**config.mk**
```make
export PLATFORM = sky130hd
export DESIGN_NAME = draw_sequencer
export DESIGN_NICKNAME = d
export VERILOG_FILES = /design/src/rtl/draw_pkg.sv /design/src/rtl/cmd_fifo.sv /design/src/rtl/draw_sequencer.sv
export SDC_FILE = /design/constraint.sdc
export NUM_CORES = 1
export LEC_CHECK = 0
export ABC_AREA = 1
export ABC_CLOCK_PERIOD_IN_PS = 2680
export CAP_MARGIN = 15
export CORE_ASPECT_RATIO = 1.1
export CORE_MARGIN = 4
export CORE_UTILIZATION = 40
export CTS_CLUSTER_SIZE = 25
export DETAILED_ROUTE_END_ITERATION = 7
export PLACE_DENSITY = 0.87
export SLEW_MARGIN = 20
export SYNTH_ARGS = -nofsm -noshare
export SYNTH_HDL_FRONTEND = slang
export SYNTH_SLANG_ARGS = --single-unit
```
**constraint.sdc**
```tcl
create_clock -name clk -period 2.68 [get_ports clk]
set_input_delay 0.67 -clock clk [delete_from_list [all_inputs] [get_ports clk]]
set_output_delay 0.67 -clock clk [all_outputs]
set_load 0.05 [all_outputs]
```
**src/rtl/draw_pkg.sv**
```systemverilog
// ============================================================================
// Module   : draw_pkg
// Brief    : Shared pixel-field widths for the board-drawing engines and the
//            state type of the draw sequencer.
// Revision : 1.0 - initial release
// ============================================================================
`default_nettype none

package draw_pkg;

    // Pixel bus field widths shared by every drawing engine and the adapter
    localparam int X_W = 9;
    localparam int Y_W = 8;
    localparam int C_W = 3;

    // Sequencer control states
    typedef enum logic [1:0] {
        IDLE    = 2'd0,
        RUN     = 2'd1,
        RELEASE = 2'd2
    } seq_state_t;

endpackage : draw_pkg

`default_nettype wire

```
**src/rtl/cmd_fifo.sv**
```systemverilog
// ============================================================================
// Module   : cmd_fifo
// Brief    : Synchronous command FIFO holding engine indices. Push while full
//            and pop while empty are ignored. Head is a combinational read.
// Revision : 1.0 - initial release
// ============================================================================
`default_nettype none

module cmd_fifo
    import draw_pkg::*;
#(
    parameter int WIDTH = 2,
    parameter int DEPTH = 4
) (
    input  logic             clk,
    input  logic             rst,
    input  logic             push,
    input  logic [WIDTH-1:0] din,
    input  logic             pop,
    output logic [WIDTH-1:0] dout,
    output logic             full,
    output logic             empty
);

    localparam int                 c_ptr_w = $clog2(DEPTH);
    localparam int                 c_cnt_w = c_ptr_w + 1;
    localparam logic [c_cnt_w-1:0] c_depth = c_cnt_w'(DEPTH);

    logic [WIDTH-1:0]   r_mem [DEPTH];
    logic [c_ptr_w-1:0] r_wr_ptr;
    logic [c_ptr_w-1:0] r_rd_ptr;
    logic [c_cnt_w-1:0] r_count;
    logic               w_do_push;
    logic               w_do_pop;

    // Flags come straight from the occupancy register, so they are glitch-free
    assign full      = (r_count == c_depth);
    assign empty     = (r_count == '0);
    assign w_do_push = push && !full;
    assign w_do_pop  = pop && !empty;
    assign dout      = r_mem[r_rd_ptr];

    // Pointer and occupancy bookkeeping; depth is a power of two so pointers wrap naturally
    always_ff @(posedge clk) begin
        if (rst) begin
            r_wr_ptr <= '0;
            r_rd_ptr <= '0;
            r_count  <= '0;
        end else begin
            if (w_do_push) begin
                r_wr_ptr <= r_wr_ptr + c_ptr_w'(1);
            end
            if (w_do_pop) begin
                r_rd_ptr <= r_rd_ptr + c_ptr_w'(1);
            end
            case ({w_do_push, w_do_pop})
                2'b10:   r_count <= r_count + c_cnt_w'(1);
                2'b01:   r_count <= r_count - c_cnt_w'(1);
                default: r_count <= r_count;
            endcase
        end
    end

    // Storage array; contents need no reset because occupancy gates every read
    always_ff @(posedge clk) begin
        if (w_do_push) begin
            r_mem[r_wr_ptr] <= din;
        end
    end

endmodule : cmd_fifo

`default_nettype wire

```
**src/rtl/draw_sequencer.sv**
```systemverilog
// ============================================================================
// Module   : draw_sequencer
// Brief    : Queues draw commands and runs one engine at a time through its
//            level start/done handshake, muxing the active engine's pixel
//            stream onto the single VGA adapter write port.
//            Optional watchdog: define DRAW_SEQ_WATCHDOG_EN to abort a job
//            that stays in RUN for TIMEOUT_CYC cycles.
// Revision : 1.0 - initial release
// ============================================================================
`default_nettype none

module draw_sequencer
    import draw_pkg::*;
#(
    parameter int N_ENG       = 4,
    parameter int CMD_DEPTH   = 4,
    parameter int TIMEOUT_CYC = 131072
) (
    input  logic                     clk,
    input  logic                     rst,
    input  logic                     cmd_valid,
    output logic                     cmd_ready,
    input  logic [$clog2(N_ENG)-1:0] cmd_eng,
    output logic [N_ENG-1:0]         eng_start,
    input  logic [N_ENG-1:0]         eng_done,
    input  logic [N_ENG*X_W-1:0]     eng_x,
    input  logic [N_ENG*Y_W-1:0]     eng_y,
    input  logic [N_ENG*C_W-1:0]     eng_colour,
    input  logic [N_ENG-1:0]         eng_plot,
    output logic [X_W-1:0]           vga_x,
    output logic [Y_W-1:0]           vga_y,
    output logic [C_W-1:0]           vga_colour,
    output logic                     vga_plot,
    output logic                     busy,
    output logic                     err_timeout
);

    localparam int c_sel_w = $clog2(N_ENG);

    seq_state_t         r_state;
    seq_state_t         w_state_next;
    logic [c_sel_w-1:0] r_sel;
    logic [c_sel_w-1:0] w_fifo_head;
    logic               w_fifo_full;
    logic               w_fifo_empty;
    logic               w_push;
    logic               w_pop;
    logic               w_sel_done;
    logic               w_timeout;
    logic [N_ENG-1:0]   r_eng_start;

    assign w_push = cmd_valid && !w_fifo_full;

    cmd_fifo #(
        .WIDTH (c_sel_w),
        .DEPTH (CMD_DEPTH)
    ) u_cmd_fifo (
        .clk   (clk),
        .rst   (rst),
        .push  (w_push),
        .din   (cmd_eng),
        .pop   (w_pop),
        .dout  (w_fifo_head),
        .full  (w_fifo_full),
        .empty (w_fifo_empty)
    );

    // Only the selected engine's done is ever looked at
    assign w_sel_done = eng_done[r_sel];

    // Next-state logic; the pop happens on the IDLE->RUN transition
    always_comb begin
        w_state_next = r_state;
        w_pop        = 1'b0;
        case (r_state)
            IDLE: begin
                if (!w_fifo_empty) begin
                    w_pop        = 1'b1;
                    w_state_next = RUN;
                end
            end
            RUN: begin
                if (w_sel_done || w_timeout) begin
                    w_state_next = RELEASE;
                end
            end
            RELEASE: begin
                // Wait for done to drop so a stale level cannot end the next job
                if (!w_sel_done) begin
                    w_state_next = IDLE;
                end
            end
            default: w_state_next = IDLE;
        endcase
    end

    // State, selected slot and registered one-hot start
    always_ff @(posedge clk) begin
        if (rst) begin
            r_state     <= IDLE;
            r_sel       <= '0;
            r_eng_start <= '0;
        end else begin
            r_state <= w_state_next;
            if (w_pop) begin
                r_sel       <= w_fifo_head;
                r_eng_start <= N_ENG'(1) << w_fifo_head;
            end else if (w_state_next != RUN) begin
                r_eng_start <= '0;
            end
        end
    end

`ifdef DRAW_SEQ_WATCHDOG_EN
    localparam logic [16:0] c_wd_last = 17'(TIMEOUT_CYC - 1);

    logic [16:0] r_wd_cnt;

    // Counts RUN cycles of the current job; zero in the first RUN cycle
    always_ff @(posedge clk) begin
        if (rst) begin
            r_wd_cnt <= '0;
        end else if (w_pop) begin
            r_wd_cnt <= '0;
        end else if (r_state == RUN) begin
            r_wd_cnt <= r_wd_cnt + 17'd1;
        end
    end

    assign w_timeout = (r_state == RUN) && !w_sel_done && (r_wd_cnt == c_wd_last);
`else
    logic w_unused_timeout_cfg;

    assign w_unused_timeout_cfg = (TIMEOUT_CYC != 0);
    assign w_timeout            = 1'b0;
`endif

    assign err_timeout = w_timeout;

    // Zero-latency pixel mux; the adapter sees nothing outside RUN
    always_comb begin
        vga_x      = '0;
        vga_y      = '0;
        vga_colour = '0;
        vga_plot   = 1'b0;
        if (r_state == RUN) begin
            vga_x      = eng_x[X_W*int'(r_sel) +: X_W];
            vga_y      = eng_y[Y_W*int'(r_sel) +: Y_W];
            vga_colour = eng_colour[C_W*int'(r_sel) +: C_W];
            vga_plot   = eng_plot[r_sel];
        end
    end

    assign eng_start = r_eng_start;
    assign cmd_ready = !w_fifo_full;
    assign busy      = (r_state != IDLE) || !w_fifo_empty;

endmodule : draw_sequencer

`default_nettype wire

```
Yosys cells after proc, flatten, opt, wreduce, memory -nomap -nowiden. Memories as Yosys holds them, arrays and structs flattened. A register that Yosys moved wholly into a read port is not among the register bits. Cells that the tools add are included.

Add/subtract/negate cells: 4. Multiply operators: 2. Divide/modulo/power cells: 0. Magnitude comparators: 1. Eq/ne operators: 6. Shift operators: 4. Mux-type cells: 21. Bitwise gates (word level): 0. Reductions and logical operators: 11.

Operators by type and width (number): variable part select 36 x 7 -> 9 bit (1); variable part select 32 x 6 -> 8 bit (1); variable part select 12 x 5 -> 3 bit (1); two-way mux 2 bit (5); two-way mux 9 bit (1); two-way mux 4 bit (2); two-way mux 8 bit (1); two-way mux 1 bit (7); multiplier 4 x 2 -> 6 bit, first input constant (1); case mux 2 bit (3 select lines) (1); case mux 3 bit (2 select lines) (1); nonzero test 2 bit (3); adder 2 x 1 -> 2 bit, second input constant (2); binary-select mux 1 bit (select 2 bit) (2); == test 2 x 1 -> 1 bit, second input constant (2); == test 2 bit, second input constant (2); multiplier 2 x 2 -> 4 bit, first input constant (1); left shift 1 x 2 -> 4 bit, first input constant (1); adder 3 x 1 -> 3 bit, second input constant (1); == test 3 bit, second input constant (1); logical AND 1 bit (3); logical NOT 3 bit (1); less-than comparator 2 x 3 -> 1 bit, second input constant (1); two-way mux 3 bit (1); other kinds (5) (6).

Register bits after elaboration: 15. Bits in latches: 0. Bits in writable memories: 8. Memory bits (read-only): 0. Input port bits: 93. Output and inout port bits: 28. Word-level logic and storage cells: 56. Memories kept: 1.

Memories: u_cmd_fifo.r_mem (depth 4, width 2, rd ports 1, clocked after memory_dff 1, wr ports 1, line cmd_fifo.sv:29) `logic [WIDTH-1:0] r_mem [DEPTH];`.

Logic depth before layout (Yosys ltp).
Word-level depth: 7. Mapped depth: 12.

By module. Synthesis repeated with hierarchy kept, for this count alone.

Cells, all modules: 307. Area, all modules: 1939.4 um^2.

Modules (own cells, without submodules): draw_sequencer (instances 1, cells an instance 217, area each 1129.8 um^2); cmd_fifo (instances 1, cells an instance 90, area each 809.5 um^2).

Worst setup path before layout. Ideal clock, no wire load.

Path type: input port to output port. Start point: input eng_colour[2]. End point: output vga_colour[2]. Arrival time: 1624 ps. Path slack: 386 ps. Stages: 4. Path buffers: 0. Path through: nor2_1 -> nor2_1 -> o21ai_0 -> a21oi_1.

Word-level cells in the longest chain between the ends: 2.

RTL lines: start, declared (line draw_sequencer.sv:28) `input logic [N_ENG*C_W-1:0] eng_colour,`; variable part select 12 x 5 -> 3 bit (line draw_sequencer.sv:149) `vga_colour = eng_colour[C_W*int'(r_sel) +: C_W];`; two-way mux 3 bit (line draw_sequencer.sv:146) `if (r_state == RUN) begin`; end, declared (line draw_sequencer.sv:32) `output logic [C_W-1:0] vga_colour,`.

Every way passes these cells.

Final worst setup path.
Start point: input eng_y[21]. End point: output vga_y[5].

Word-level cells in the longest chain between the ends: 2.

RTL lines: start, declared (line draw_sequencer.sv:27) `input logic [N_ENG*Y_W-1:0] eng_y,`; variable part select 32 x 6 -> 8 bit (line draw_sequencer.sv:148) `vga_y = eng_y[Y_W*int'(r_sel) +: Y_W];`; two-way mux 8 bit (line draw_sequencer.sv:146); end, declared (line draw_sequencer.sv:31) `output logic [Y_W-1:0] vga_y,`.

Every way passes these cells.

==> reports/metrics.cfg <==
[clock_network]
cts_made_buffers = 3
cts_tree = yes
ctsRootBufferMaster = clkbuf_8
clockBufferDepth = 2
cts_setup_buffers = 0
cts_resized = 0
cts.clk_slew.worst_paths_ns = 0.08
cts-hold-fix-buffers = 0
clk_latency_ns = 0.27
cts_sinks = 25
cts_htree_levels = 1

[routing]
vias = 2324
wl_microns = 6620
wl_met2_microns = 3150
drc = 0
drt_pass1_iterations = 4
met3RoutedLength_microns = 775
wl_per_cell_microns = 14.2
postRouteAntennaNets = 0
drtIter0Drc = 242
wl_met1_microns = 2630
top_layer_used = met4
post_drt_via_cell_ratio = 4.97

[power]
p_sw_mw = 1.58
seqPwrFrac_pct = 19.2
clkPwrFrac_pct = 7.6
comb_power_share_pct = 73.2
p_int_mw = 1.28
p_leak_nw = 1.27
power_density_nw_per_um2 = 935
peakVddDrop_v = 0.000685
p_sw_share_pct = 55.3

[global_routing]
grt_pass1_vias = 2084
gr-total-overflow = 0
antenna_found_initial = 0
grt_pass1_wl_microns = 9960
grt_max_degree = 47
track_usage_pct = 21.2

[synthesis]
ys_types = 24
yosys.area_share.simple_pct = 32.6
yosys-mux-area-fraction_pct = 0
syn_nets = 405
synth_xor_area_share_pct = 0
yosysWarningCount = 0
synth-compound-area-share_pct = 21.7
syn_area_sq_um = 1890
synthAdderAreaFrac_pct = 4.37
synth-seq-cells = 25
synthCells = 306
syn_avg_cell_area_sq_um = 6.17
ys_seq_area_share_pct = 30.7
synth_top_family_by_area = simple AND/OR/NAND/NOR gates

[sta]
period_needed_ns = 2.48
fin_crit_sh_pct = 92.7
setup_viol = 0
fin_hold_ws_ns = 0.480
slew_viol_final = 0
skew_ns = 0.00655
grt_setup_unrepaired = no
finalSetupTns_ns = 0
worst_pin_slew_ns = 0.516
max_freq_mhz = 403
hold_violations = 0
slew_headroom_pct = 65.5

[status]
status = completed

[critical_path]
startpoint_type = input port
crit_start = eng_y[21]
cp-endpoint = vga_y[5]
r2r_setup_slack_ns = 0.75
path_class = in2out
cp-end-kind = output pin
cp.arrival_ns = 1.81
cp.required_ns = 2.01
r2r_cells = 10
r2r-start = r_state[1]
worstPathMaxFanout = 1
worstReg2RegEnd = u_cmd_fifo.r_count[2]

[floorplan]
die_w_microns = 73.5
ios = 121
num_rows = 25
dieArea_sq_um = 5890
die_h_microns = 80.1
initial_core_util_pct = 42.5
core_sq_um = 4440

[run]
drv_cap = 0

[final_layout]
drive_gt1_share_pct = 8.70
synthToLayoutAreaGrowth_pct = 62.0
layout.nets = 514
antenna_cells = 0

[placement]
place_congestion = 0.843
hpwlAfterDp_microns = 5210
io_buffer_count = 119

[min_path]
hp-class = reg2reg

## routing by layer
layer  vias up  GRT usage (%)
li1       1207              -
met1      1018           27.3
met2        94           36.8
met3         5           3.50
met4         0           4.17
met5         -              0
## cells by family after synthesis
| logic type | Yosys count |
|---|---|
| other cells | 1 |
| buf+inv | 40 |
| flops | 25 |
| simple gates | 152 |
| fa+ha+maj | 6 |
| compound gates | 82 |
## final cells by class
cell class,instances,area (sq um)
Clock buffer,4,45.0
Fill cell,376,1380
Inverter,23,88.8
Multi-Input combinational cell,241,1110
Sequential cell,25,581
Tap cell,54,67.6
Timing Repair Buffer,121,1170
## cells in the mapped netlist
cell type | number | area (sq um)
nor3_1 | 1 | 5.00
ha_1 | 5 | 62.6
inv_1 | 19 | 71.3
buf_4 | 3 | 22.5
o21ai_0 | 36 | 180
conb_1 | 1 | 3.75
nand4_1 | 1 | 6.26
nand3_1 | 17 | 85.1
nand2_1 | 33 | 124
a21oi_1 | 34 | 170
clkbuf_1 | 3 | 11.3
nand2_2 | 3 | 18.8
buf_2 | 4 | 20.0
o21ai_1 | 12 | 60.1
clkbuf_2 | 4 | 20.0
edfxtp_1 | 8 | 240
inv_2 | 3 | 11.3
fa_1 | 1 | 20.0
nor2_4 | 1 | 11.3
dfxtp_1 | 17 | 340
inv_4 | 1 | 6.26
buf_6 | 3 | 33.8
nor2_1 | 94 | 353
nor2_2 | 2 | 12.5
## through the flow
| step | area [sq um] | setup WS [ns] | util, % | power, mW | std cells |
|---|---|---|---|---|---|
| final | 3060 | 0.196 | 68.9 | 2.86 | 468 |
| after detailed placement | 3020 | 0.214 | 67.9 | 2.65 | 464 |
| after floorplan | 1890 | 0.386 | - | 2.10 | 306 |
| after CTS | 3060 | 0.205 | 68.9 | 2.87 | 468 |
| after global routing | 3060 | 0.135 | 68.9 | 3.09 | 468 |
| after global placement | 3020 | 0.195 | 67.9 | 2.61 | 464 |
## sequential cells by signal, summed over array words and instances (netlist names), named ones only
| signal | count |
|---|---|
| u_cmd_fifo.r_mem | 8 |
| u_cmd_fifo.r_wr_ptr | 2 |
| u_cmd_fifo.r_rd_ptr | 2 |
| r_sel | 2 |
| r_state | 2 |
| u_cmd_fifo.r_count | 3 |
| eng_start | 4 |
## layout by cell type (no fill, tap or decap), drive strengths merged
cell	Yosys	final
buf	10	23
ha	5	5
fa	1	1
clkdlybuf4s50	0	98
clkbuf	7	4
nor3	1	1
edfxtp	8	8
o21ai	48	48
conb	1	1
a21oi	34	34
nand4	1	1
nor2	97	97
nand3	17	17
inv	23	23
nand2	36	36
dfxtp	17	17
## how the worst min path moves through the flow
stage                                       from                      to  slack (ns)  depth (start not counted)
after floorplan           u_cmd_fifo.r_rd_ptr[1]                    flop        0.43                          2
after global placement    u_cmd_fifo.r_rd_ptr[1]                    flop        0.45                          2
after detailed placement  u_cmd_fifo.r_rd_ptr[1]  u_cmd_fifo.r_rd_ptr[1]        0.47                          2
after CTS                 u_cmd_fifo.r_rd_ptr[1]  u_cmd_fifo.r_rd_ptr[1]        0.48                          2
after global routing      u_cmd_fifo.r_rd_ptr[1]  u_cmd_fifo.r_rd_ptr[1]        0.51                          2
final                     u_cmd_fifo.r_rd_ptr[1]  u_cmd_fifo.r_rd_ptr[1]        0.48                          2
## worst max-delay path: stages
cell and delay, ns:
clkdlybuf4s50_1 0.45, nor2_1 0.04, nor2_1 0.08, o21ai_0 0.09
a21oi_1 0.23, buf_4 0.25
## power by group through the flow
stage,Sequential (mW),Combinational (mW),Clock (mW)
3_3_place_gp,0.556,2.05,0
5_1_grt,0.563,2.29,0.240
4_1_cts,0.550,2.10,0.223
6_report,0.550,2.10,0.218
3_5_place_dp,0.558,2.09,0
2_1_floorplan,0.587,1.51,0
No activity file was read; power rests on OpenSTA's default activity.
